`config.mk`:
```
export PLATFORM = sky130hd
export DESIGN_NAME = ctrl_pila
export DESIGN_NICKNAME = d
export VERILOG_FILES = /design/src/rtl/ctrl_pila.sv
export SDC_FILE = /design/constraint.sdc
export NUM_CORES = 1
export LEC_CHECK = 0
export BUFFER_PORTS_ARGS = -buffer_cell sky130_fd_sc_hd__buf_2
export CAP_MARGIN = 20
export CORE_ASPECT_RATIO = 1.1
export CORE_UTILIZATION = 50
export CTS_CLUSTER_SIZE = 28
export DETAILED_ROUTE_END_ITERATION = 10
export PLACE_DENSITY_LB_ADDON = 0.15
export SETUP_SLACK_MARGIN = 0.4
export SYNTH_ARGS = -nofsm -noshare
export SYNTH_HDL_FRONTEND = slang
export SYNTH_SLANG_ARGS = --single-unit
```
`constraint.sdc`:
```
create_clock -name clk -period 2.2 [get_ports clk]
set_input_delay 0.33 -clock clk [delete_from_list [all_inputs] [get_ports clk]]
set_output_delay 0.33 -clock clk [all_outputs]
set_load 0.03 [all_outputs]
```
`src/rtl/ctrl_pila.sv`:
```
// Call/return controller for a hardware return-address stack: drives the
// external stack strobes, tracks its depth and loads the PC on call/return.
module ctrl_pila #(
    parameter int PROF = 16
) (
    input  logic       clk,
    input  logic       reset,
    input  logic       call,
    input  logic       ret,
    input  logic [9:0] pc_act,
    input  logic [9:0] dir_salto,
    input  logic [9:0] dato_pila,
    input  logic       borra_err,
    output logic       push,
    output logic       pop,
    output logic       weSP,
    output logic [9:0] dato_push,
    output logic [9:0] pc_sig,
    output logic       carga_pc,
    output logic       ocupado,
    output logic [9:0] n_elem,
    output logic       desbordamiento,
    output logic       subdesbordamiento
);

    typedef enum logic [2:0] {
        REPOSO   = 3'd0,
        APILA    = 3'd1,
        DESAPILA = 3'd2,
        LEE      = 3'd3,
        CARGA    = 3'd4
    } estado_t;

    localparam logic [9:0] PROF_MAX = 10'(PROF);

    estado_t estado;

    logic lleno;
    logic vacio;
    logic en_reposo;
    logic ev_desb;
    logic ev_subd;

    // Error events only exist in REPOSO; call has priority over ret.
    always_comb begin
        lleno     = (n_elem == PROF_MAX);
        vacio     = (n_elem == 10'd0);
        en_reposo = (estado == REPOSO);
        ev_desb   = en_reposo && call && lleno;
        ev_subd   = en_reposo && !call && ret && vacio;
    end

    // All outputs are registered: strobes are loaded on the edge that enters
    // the state they belong to, so they are valid for that whole state cycle.
    always_ff @(posedge clk or negedge reset) begin
        if (!reset) begin
            estado            <= REPOSO;
            push              <= 1'b0;
            pop               <= 1'b0;
            weSP              <= 1'b0;
            dato_push         <= 10'd0;
            pc_sig            <= 10'd0;
            carga_pc          <= 1'b0;
            ocupado           <= 1'b0;
            n_elem            <= 10'd0;
            desbordamiento    <= 1'b0;
            subdesbordamiento <= 1'b0;
        end else begin
            push      <= 1'b0;
            pop       <= 1'b0;
            weSP      <= 1'b0;
            carga_pc  <= 1'b0;
            dato_push <= 10'd0;

            // A new error in the same cycle as the clear keeps the flag set.
            desbordamiento    <= (desbordamiento & ~borra_err) | ev_desb;
            subdesbordamiento <= (subdesbordamiento & ~borra_err) | ev_subd;

            case (estado)
                REPOSO: begin
                    if (call) begin
                        if (!lleno) begin
                            estado    <= APILA;
                            push      <= 1'b1;
                            weSP      <= 1'b1;
                            dato_push <= pc_act + 10'd1;
                            pc_sig    <= dir_salto;
                            n_elem    <= n_elem + 10'd1;
                            ocupado   <= 1'b1;
                        end
                    end else if (ret && !vacio) begin
                        estado  <= DESAPILA;
                        pop     <= 1'b1;
                        weSP    <= 1'b1;
                        n_elem  <= n_elem - 10'd1;
                        ocupado <= 1'b1;
                    end
                end
                APILA: begin
                    estado   <= CARGA;
                    carga_pc <= 1'b1;
                end
                DESAPILA: begin
                    estado <= LEE;
                end
                LEE: begin
                    // Stack memory output is valid one cycle after the pop.
                    pc_sig   <= dato_pila;
                    estado   <= CARGA;
                    carga_pc <= 1'b1;
                end
                CARGA: begin
                    estado  <= REPOSO;
                    ocupado <= 1'b0;
                end
                default: begin
                    estado  <= REPOSO;
                    ocupado <= 1'b0;
                end
            endcase
        end
    end

endmodule
```
==> results of run 1 <==
[kinds of logic (layout without fill, tap and decap cells)]
group                    after synthesis  count (layout)
AO/OA/AOI/OAI                         52              52
XOR/XNOR                              13              13
adder cells (fa/ha/maj)               10              10
buffers and inverters                 14             108
flip-flops                            40              40
multiplexers                          12              12
AND/OR/NAND/NOR                       59              59
[worst max-delay path, delay by kind of cell, from the launching register on]
family	cells	cell delay, ns
mux	1	0.20
simple gates	3	0.76
flops	1	0.46
buf+inv	1	0.16
compound gates	1	0.10
[metrics by stage]
step                setup WS (ns)  power (mW)
global placement            0.140        3.46
global route                0.275        4.55
finish                      0.375        4.26
CTS                         0.391        4.13
detailed placement         0.0941        3.52
floorplan                   0.301        2.92
[worst min-delay path by stage]
stage | from | end | slack [ns]
5_1_grt | reset | dato_push[4]$_DFF_PN0_ | 0.14
3_5_place_dp | reset | dato_push[4]$_DFF_PN0_ | 0.42
6_report | reset | dato_push[5]$_DFF_PN0_ | 0.09
4_1_cts | reset | weSP$_DFF_PN0_ | 0.10
2_1_floorplan | reset | carga_pc$_DFF_PN0_ | 0.03
3_3_place_gp | reset | dato_push[4]$_DFF_PN0_ | 0.41
[per-layer routing]
layer  up-vias  global-route usage (%)  wire, µm
met5         -                       0         0
met4         0                    11.4       103
met3        11                    4.77       222
li1        898                       -         -
met1       868                    25.2      1960
met2        61                    37.8      2370
[sequential cells by signal (all words and copies together) (netlist names)]
name / cells
carga_pc: 1
dato_push: 10
desbordamiento: 1
estado: 3
n_elem: 10
ocupado: 1
pc_sig: 10
pop: 1
push: 1
subdesbordamiento: 1
weSP: 1
[timing repair]
| action | in CTS | in global routing |
|---|---|---|
| gates resized for setup | 6 | 9 |
| cloned | 0 | 1 |
| pin swaps | 5 | 5 |
| setup endpoints to repair | 19 | 20 |
| buffers inserted | 6 | 6 |
[power breakdown]
part	switching, mW	internal (mW)	leakage (nW)	total (mW)
sequential	0.245	1.05	0.492	1.29
clock	0.229	0.256	0.0455	0.485
combinational	1.43	1.04	0.895	2.48
total	1.91	2.35	1.43	4.26
[synth_stat cells, types with 5 or more instances]
master,number
nor3_1,5
nor2_1,22
ha_1,9
nand2_1,9
a21oi_1,17
xnor2_1,5
mux2i_1,10
dfrtp_1,40
o21ai_0,15
xor2_1,8
inv_1,8
[layout make-up]
cell class | instances | area, µm² | share of cell area (%)
Tap cell | 52 | 65.1 | 2.29
Timing Repair Buffer | 91 | 536 | 18.8
Clock buffer | 8 | 90.1 | 3.17
Sequential cell | 40 | 1010 | 35.5
Multi-Input combinational cell | 146 | 1100 | 38.7
Inverter | 9 | 42.5 | 1.50
==> results.md, run 1 <==
- Outcome: finished, final reports clean
- PD cells: 1500 nW/µm²
- Vias in the first global route: roughly 1700
- Data required time at the worst endpoint: approximately 2.3 ns
- Netlist Area Pre-Place: 2080 µm²
- Initial Util: a little over half
- Worst-Margin Slew: ~0.63 ns
- Port Buffer Count: a little over 70
- Clock buffer depth: 2
- Area leader, netlist: dfrtp_1
- Worst path cell trace: nor4_4, nand4_1, nand2_2, buf_12, mux2i_2, a21oi_1
- DP HPWL: 3290 µm
- Final period util: roughly 83%
- Util after Layout: around 72%
- Post-synth EDFFs: 0
- Placeable Area: just under 4000 µm²
- CP peak stage delay: between 0.4 and 0.5 ns
- Vias per inst: between 5 and 6
- Synthesis warning total: 0
- Share of cells above drive strength 1: 44.2%
- Die area: 4420 µm²
- CTS tree: yes
- Syn avg cell area: 10.4 µm²
- Post-route minimum period: 1.82 ns
- Routed WL per cell: around 13 µm
- Async S/R FF share, synth: 100%
- Compound-Gate Fraction of Synth Area: 15.3%
- CTS root buf: clkbuf_8
- Total gr overflow: 0
- Area Growth Syn to Fin: 36.8%
- Placed cells: 325
- H-Tree Depth: 2
- Mux contribution to synthesized area: 6.26%
- Crit path DAT: ~2.0 ns
- Drt drc: 0
- First-pass GRT wire length: 7580 µm
- Commonest non-fill, non-tap cells in the layout: buf_2, dfrtp_1, nor2_1
- Vias: between 1500 and 2000
- Worst hold path class: in -> async
- MaxCap Viol Count: 0
- Library cells used by synthesis: 43
- Most common flop cell mapped by yosys: dfrtp_1
- Hold Vio Cnt, Final: 0
- Max IR drop VDD: between 0.8 and 0.9 mV
- Syn nets: 245
- Hold_buf cts: 0
- Worst Clk Skew: 0.00678 ns
- Routed WL: roughly 4700 µm
- Worst r2r dst: pc_sig[6]$_DFFE_PN0P_
- Cells after Synth: 200
- Critical Path Source Type: flip-flop
- Yosys reg bits: 40
- Post-route cell area: approximately 2800 µm²
- Die H: between 60 and 70 µm
- Rows: 24
- Adder-cell share of the synthesized area: 6.38%
- Total CTS buffers: 5
- Top cells by area, synth: dfrtp_1, ha_1, mux2i_1, a21oi_1, nor2_1
- Drt first pass iters: 4
- Main combinational cell family by area after synthesis: compound AO/OA/AOI/OAI gates
- WHS: 0.0876 ns
- Final Non-Filler Cells: 346
- XOR/XNOR Fraction of Synth Area: 5.48%
- Crit path capture type: flip-flop
- Clock sinks: 40
- Max Fclk: about 0.55 GHz
- Die X-Extent: 63.5 µm
- RR Startpoint: n_elem[6]$_DFFE_PN0P_
- Worst setup endpoint: pc_sig[6]$_DFFE_PN0P_
- Largest net degree at the start of global routing: between 40 and 50
- Critical Setup Path Class: reg -> reg
- Simple logic cell fraction of the synthesized area: 15.0%
- Slowest CP cell: dfrtp_2
- Worst Path Max Fanout: 10
- # setup viols final: 0
- Commonest non-fill, non-tap cell in the layout: buf_2
- Worst reg2reg path depth: 6
- Number of fill cells: 302
- FF-to-FF setup slack: 0.38 ns
- Worst skew pair latency: 0.29 ns
- Register area share after synthesis: 48.1%
- Nets: roughly 340
- Final slew viol count: 0
- Max-slew headroom: 58.2%
- I/O pin total: 72
- RSZ-0062 raised after global routing: yes
- Initial antenna violation count: 0
- Post-DP Area: 2570 µm²
- Detail Route Antenna Nets: 0
- Critical Path Source: n_elem[6]$_DFFE_PN0P_
- Area share of the largest cell type after synthesis: 48.1%
- Pleak: between 1 and 1.5 nW
- GRT Overall Usage: 22.0%
- RD Place Congestion: 0.750
- Reg clk slew, reported paths: 0.07 ns
- DR iter-0 viols: 69
- Setup TNS: 0 ns
- N_diodes: 0
(Power assumes the default switching activity.)
==> run 2: changes to the inputs <==
- clock period: 2.2 -> 1.8 ns (I/O delays scaled with it)
==> run 2 against run 1 <==
  * Critical path depth up 1
  * Largest power group unchanged
  * Routed wire length up 10%
  * Total power up 35%
  * Clock power up 24%
  * First-iteration DRC count up 58%
  * The flow now finishes with violations (negative setup slack)
  * Sequential cell count unchanged
  * Design area up 9.3%
  * Combinational power up 46%
  * Via count up 5.8%
  * Cell count up 6.6%
==> results.md, run 2 (synthesis results as in run 1) <==
- Outcome: complete, but fails checks
- Failing checks: negative setup slack
- Final Non-Filler Cells: 369
- Clock buffer depth: 2
- N_diodes: 0
- Largest net degree at the start of global routing: 23
- Number of buffers and inverters on the critical path: 2
- CP top delay family: simple AND/OR/NAND/NOR gates
- Commonest non-fill, non-tap cells in the layout: buf_2, dfrtp_1, buf_4
- Worst Path Max Fanout: 4
- DP HPWL: 3670 µm
- CTS root buf: clkbuf_8
- PD cells: ~1900 nW/µm²
- RSZ-0062 raised after global routing: yes
- Nets: 361
- Drt drc: 0
- Max Fclk: ~0.54 GHz
- Critical Path Source: n_elem[1]$_DFFE_PN0P_
- Placeable Area: between 3000 and 4000 µm²
- Post-route minimum period: 1.86 ns
- Worst hold path class: in -> reg
- Die H: 69.6 µm
- Commonest non-fill, non-tap cell in the layout: buf_2
- Final period util: 103%
- Detail Route Antenna Nets: 0
- Setup ws final: -0.0611 ns
- H-Tree Depth: 2
- Max-slew headroom: 68.8%
- Top Registers: dato_push x10, n_elem x10, pc_sig x10
- Worst path cell trace: buf_6, nor3_4, nand4_1, nor2_2, or2_4, inv_6, mux2_4
- Share of cells above drive strength 1: 51.4%
- Critical Setup Path Class: reg -> reg
- Initial Util: 52.5%
- Worst skew pair latency: 0.29 ns
- Final slew viol count: 0
- Max IR drop VDD: 1.17 mV
- Routed WL: 5120 µm
- Worst Clk Skew: 0.00706 ns
- RR Startpoint: n_elem[1]$_DFFE_PN0P_
- Critical Path Source Type: flip-flop
- DR iter-0 viols: around 110
- Crit path capture type: flip-flop
- Drt first pass iters: 4
- CP peak stage delay: between 0.4 and 0.5 ns
- Area Growth Syn to Fin: 49.5%
- Rows: 24
- Placed cells: around 350
- Vias in the first global route: 1772
- Data required time at the worst endpoint: 1.97 ns
- Total CTS buffers: 5
- Pleak: approximately 1.6 nW
- Worst-Margin Slew: 0.468 ns
- MaxCap Viol Count: 0
- GRT Overall Usage: 22.7%
- First-pass GRT wire length: 7850 µm
- Total gr overflow: 0
- FF-to-FF setup slack: -0.06 ns
- Util after Layout: approximately four fifths
- Reg clk slew, reported paths: 0.07 ns
- Routed WL per cell: between 10 and 15 µm
- Port Buffer Count: 71
- RD Place Congestion: around 0.78
- # setup viols final: 4
- Vias per inst: between 5 and 6
- Number of fill cells: slightly below 300
- Clock sinks: 40
- Die X-Extent: 63.5 µm
- Die area: 4420 µm²
- Vias: between 1500 and 2000
- CTS tree: yes
- Initial antenna violation count: 0
- HP Start: pc_act[0]
- Hold Vio Cnt, Final: 0
- Slowest CP cell: dfrtp_2
- Crit path DAT: around 2 ns
- I/O pin total: 72
==> run 2: cell types whose count changed in the layout (fill, tap and decap cells not counted), moves of 2 or more <==
cell / change
o21ai_2: +5
buf_4: +15
o21ai_1: +2
o21ai_0: -7
buf_6: +8
==> run 2: area by class of cell <==
class                      count  area, µm²  share of cell area (%)
clock buffer                   8       90.1                    2.90
inverter                       9       42.5                    1.37
multi-input combinational    146       1160                    37.4
sequential                    40       1010                    32.5
tap                           52       65.1                    2.09
timing repair buffer         114        738                    23.8
==> run 2: repair_timing <==
| item | in CTS | in global routing |
|---|---|---|
| gates resized for setup | 16 | 29 |
| setup buffers | 5 | 4 |
| setup endpoints to repair | 35 | 38 |
| hold buffers | 1 | 0 |
| hold endpoints to repair | 19 | 0 |
| pin swaps | 11 | 17 |
==> run 2: per-stage QoR <==
stage	instance area, µm²	power, mW	setup WS (ns)	hold WS, ns	setup TNS, ns
after global routing	3110	6.13	-0.127	0.180	-1.29
after global placement	2770	4.57	-0.171	0.245	-0.627
after CTS	2980	5.48	0.0306	0.167	0
after detailed placement	2770	4.64	-0.220	0.246	-0.877
after floorplan	2110	3.57	-0.0984	-0.0256	-0.298
final	3110	5.76	-0.0611	0.175	-0.161
==> run 2: worst reg2reg max path: stages, from the launching register on <==
cell and delay [ns]:
dfrtp_2 0.46, buf_6 0.14, nor3_4 0.24, nand4_1 0.21
nor2_2 0.19, or2_4 0.17, inv_6 0.04, mux2_4 0.28
==> run 2: worst paths after layout <==
check,endpoint,cells after the start
worst max-delay path,n_elem[4]$_DFFE_PN0P_,7
worst min-delay path,dato_push[0]$_DFF_PN0_,2
worst max register to register,n_elem[4]$_DFFE_PN0P_,7
worst min register to register,subdesbordamiento$_DFF_PN0_,2
max in group asynchronous,n_elem[7]$_DFFE_PN0P_,3
min in group asynchronous,ocupado$_DFFE_PN0P_,2
==> run 2: routing by layer <==
metal | vias to the layer above | routed length (µm) | track usage, %
met4 | 0 | 111 | 8.84
met3 | 12 | 230 | 4.61
met5 | - | 0 | 0
li1 | 948 | - | -
met2 | 59 | 2740 | 39.2
met1 | 925 | 2040 | 27.3
==> run 2: power breakdown <==
group	total, mW	internal (mW)	switching [mW]
logic	3.62	1.62	2.00
clock network	0.600	0.312	0.288
registers	1.54	1.28	0.257
==> run 3: changes to the inputs <==
- RECOVER_POWER: not set -> 100
==> run 3 against run 2 <==
  * Hold slack about the same
  * Critical path type unchanged
  * The run still ends with negative setup slack left
  * Sequential share of layout area grew 0.45 points
  * Count of clock-buffer cells in the layout did not move
  * Non-clock buffer count did not move
  * Fmax about the same
  * Via count increased by 0.10%
  * Cell count unchanged
  * Largest cell class unchanged
==> results.md, run 3 (synthesis results as in run 1) <==
- Outcome: complete, but fails checks
- Failing checks: negative setup slack
- DP HPWL: around 3700 µm
- Max-slew headroom: 26.7%
- CTS root buf: clkbuf_8
- Critical Path Source Type: flip-flop
- CTS tree: yes
- Max Fclk: 0.537 GHz
- FF-to-FF setup slack: -0.06 ns
- Hold endpoint: dato_push[0]$_DFF_PN0_
- Final period util: 103%
- Hold Path Depth: 2
- H-Tree Depth: 2
- MaxCap Viol Count: 0
- Routed WL: 5180 µm
- I/O pin total: 72
- Worst hold path class: in -> reg
- Detail Route Antenna Nets: 0
- Initial Util: between 50 and 60%
- RR Startpoint: n_elem[1]$_DFFE_PN0P_
- Nets: 361
- Clock buffer depth: 2
- Crit path capture type: flip-flop
- Pwr Total: 5.69 mW
- Worst r2r dst: n_elem[4]$_DFFE_PN0P_
- Worst Clk Skew: 0.00679 ns
- Data required time at the worst endpoint: 1.97 ns
- Crit path DAT: between 2 and 2.5 ns
- Die area: about 4400 µm²
- GRT Overall Usage: 22.7%
- HP Start: pc_act[0]
- Total CTS buffers: 5
- Post-route minimum period: 1.86 ns
- Commonest non-fill, non-tap cells in the layout: buf_2, clkbuf_1, dfrtp_1
- Rows: 24
- Die X-Extent: between 60 and 70 µm
- CP peak stage delay: 0.46 ns
- RSZ-0062 raised after global routing: yes
- Worst Path Max Fanout: 4
- Clock sinks: 40
- Worst skew pair latency: 0.29 ns
- Largest net degree at the start of global routing: 23
- Pleak: 1.46 nW
- Vias: 1946
- Drt first pass iters: 5
- Slowest CP cell: dfrtp_2
- Hold Vio Cnt, Final: 0
- Share of cells above drive strength 1: 41.3%
- Worst path cell trace: buf_6, nor3_4, nand4_1, nor2_2, or2_4, inv_6, mux2_4
- N_diodes: 0
- Critical Setup Path Class: reg -> reg
- Drt drc: 0
- Worst-Margin Slew: 1.10 ns
- First-pass GRT wire length: 7850 µm
- PD cells: 1860 nW/µm²
- Initial antenna violation count: 0
- Pre-CTS WS: -0.220 ns
- Final slew viol count: 0
- Die H: approximately 70 µm
- Port Buffer Count: 71
- Vias per inst: 5.27
- Placeable Area: 3960 µm²
- Worst reg2reg path depth: 7
- Max IR drop VDD: around 1.2 mV
- Area Growth Syn to Fin: 47.4%
- Setup ws final: -0.0623 ns
- Total gr overflow: 0
- Commonest non-fill, non-tap cell in the layout: buf_2
- Reg clk slew, reported paths: 0.07 ns
- RD Place Congestion: between 0.7 and 0.8
- # setup viols final: 4
- Top Registers: dato_push x10, n_elem x10, pc_sig x10
- Vias in the first global route: 1772
- Routed WL per cell: between 10 and 15 µm
- DR iter-0 viols: ~110
## run 3: changes by cell type in the layout (fill, tap and decap cells not counted)
| cell | previous run | this run |
|---|---|---|
| clkbuf_1 | 2 | 34 |
| buf_2 | 70 | 39 |
| buf_4 | 33 | 32 |
## run 3: worst max-delay path by stage
stage	slack (ns)	endpoint	start	depth (start not counted)
after detailed placement	-0.22	n_elem[8]$_DFFE_PN0P_	call	8
after CTS	0.03	n_elem[8]$_DFFE_PN0P_	n_elem[1]$_DFFE_PN0P_	7
final	-0.06	n_elem[4]$_DFFE_PN0P_	n_elem[1]$_DFFE_PN0P_	7
after global placement	-0.17	n_elem[8]$_DFFE_PN0P_	call	8
after global routing	-0.13	n_elem[5]$_DFFE_PN0P_	n_elem[1]$_DFFE_PN0P_	7
after floorplan	-0.1	n_elem[4]$_DFFE_PN0P_	n_elem[7]$_DFFE_PN0P_	7
## run 3: final cells by class
type                    count  area, µm²
clock buffers               8       90.1
fillers                   316        898
inverters                   9       42.5
multi-input cells         146       1160
flip-flops and latches     40       1010
well taps                  52       65.1
repair buffers            114        696
## run 3: worst max-delay path, delay by kind of cell, from the launching register on
kind | cells | cell delay, ns
and+or+nand+nor | 4 | 0.81
DFF | 1 | 0.46
buffers and inverters | 2 | 0.18
muxes | 1 | 0.28
## run 3: metrics by stage
| stage | instance area [µm²] | std cells | utilization, % | TNS (ns) | hold WS, ns |
|---|---|---|---|---|---|
| 2_1_floorplan | 2110 | 200 | - | -0.298 | -0.0256 |
| 4_1_cts | 2980 | 365 | 75.1 | 0 | 0.167 |
| 3_5_place_dp | 2770 | 351 | 70.0 | -0.877 | 0.246 |
| 6_report | 3070 | 369 | 77.3 | -0.168 | 0.175 |
| 5_1_grt | 3070 | 369 | 77.3 | -1.30 | 0.180 |
| 3_3_place_gp | 2770 | 351 | 70.0 | -0.627 | 0.245 |
## run 3: per-layer routing
| layer | wire, µm | vias to the layer above | track usage [%] |
|---|---|---|---|
| met5 | 0 | - | 0 |
| met4 | 115 | 0 | 8.84 |
| met3 | 232 | 12 | 4.61 |
| met2 | 2730 | 63 | 39.2 |
| met1 | 2110 | 922 | 27.3 |
| li1 | - | 949 | - |
## run 3: where the power goes
part / internal (mW) / switching [mW]
logic: 1.54 / 2.00
clock network: 0.312 / 0.287
registers: 1.28 / 0.268
## run 3: timing repair
item,CTS,global route
hold buffers,1,0
buffers inserted,5,4
endpoints found under the setup margin,35,38
resized for setup,16,29
pin swaps,11,17
hold endpoints to repair,19,0
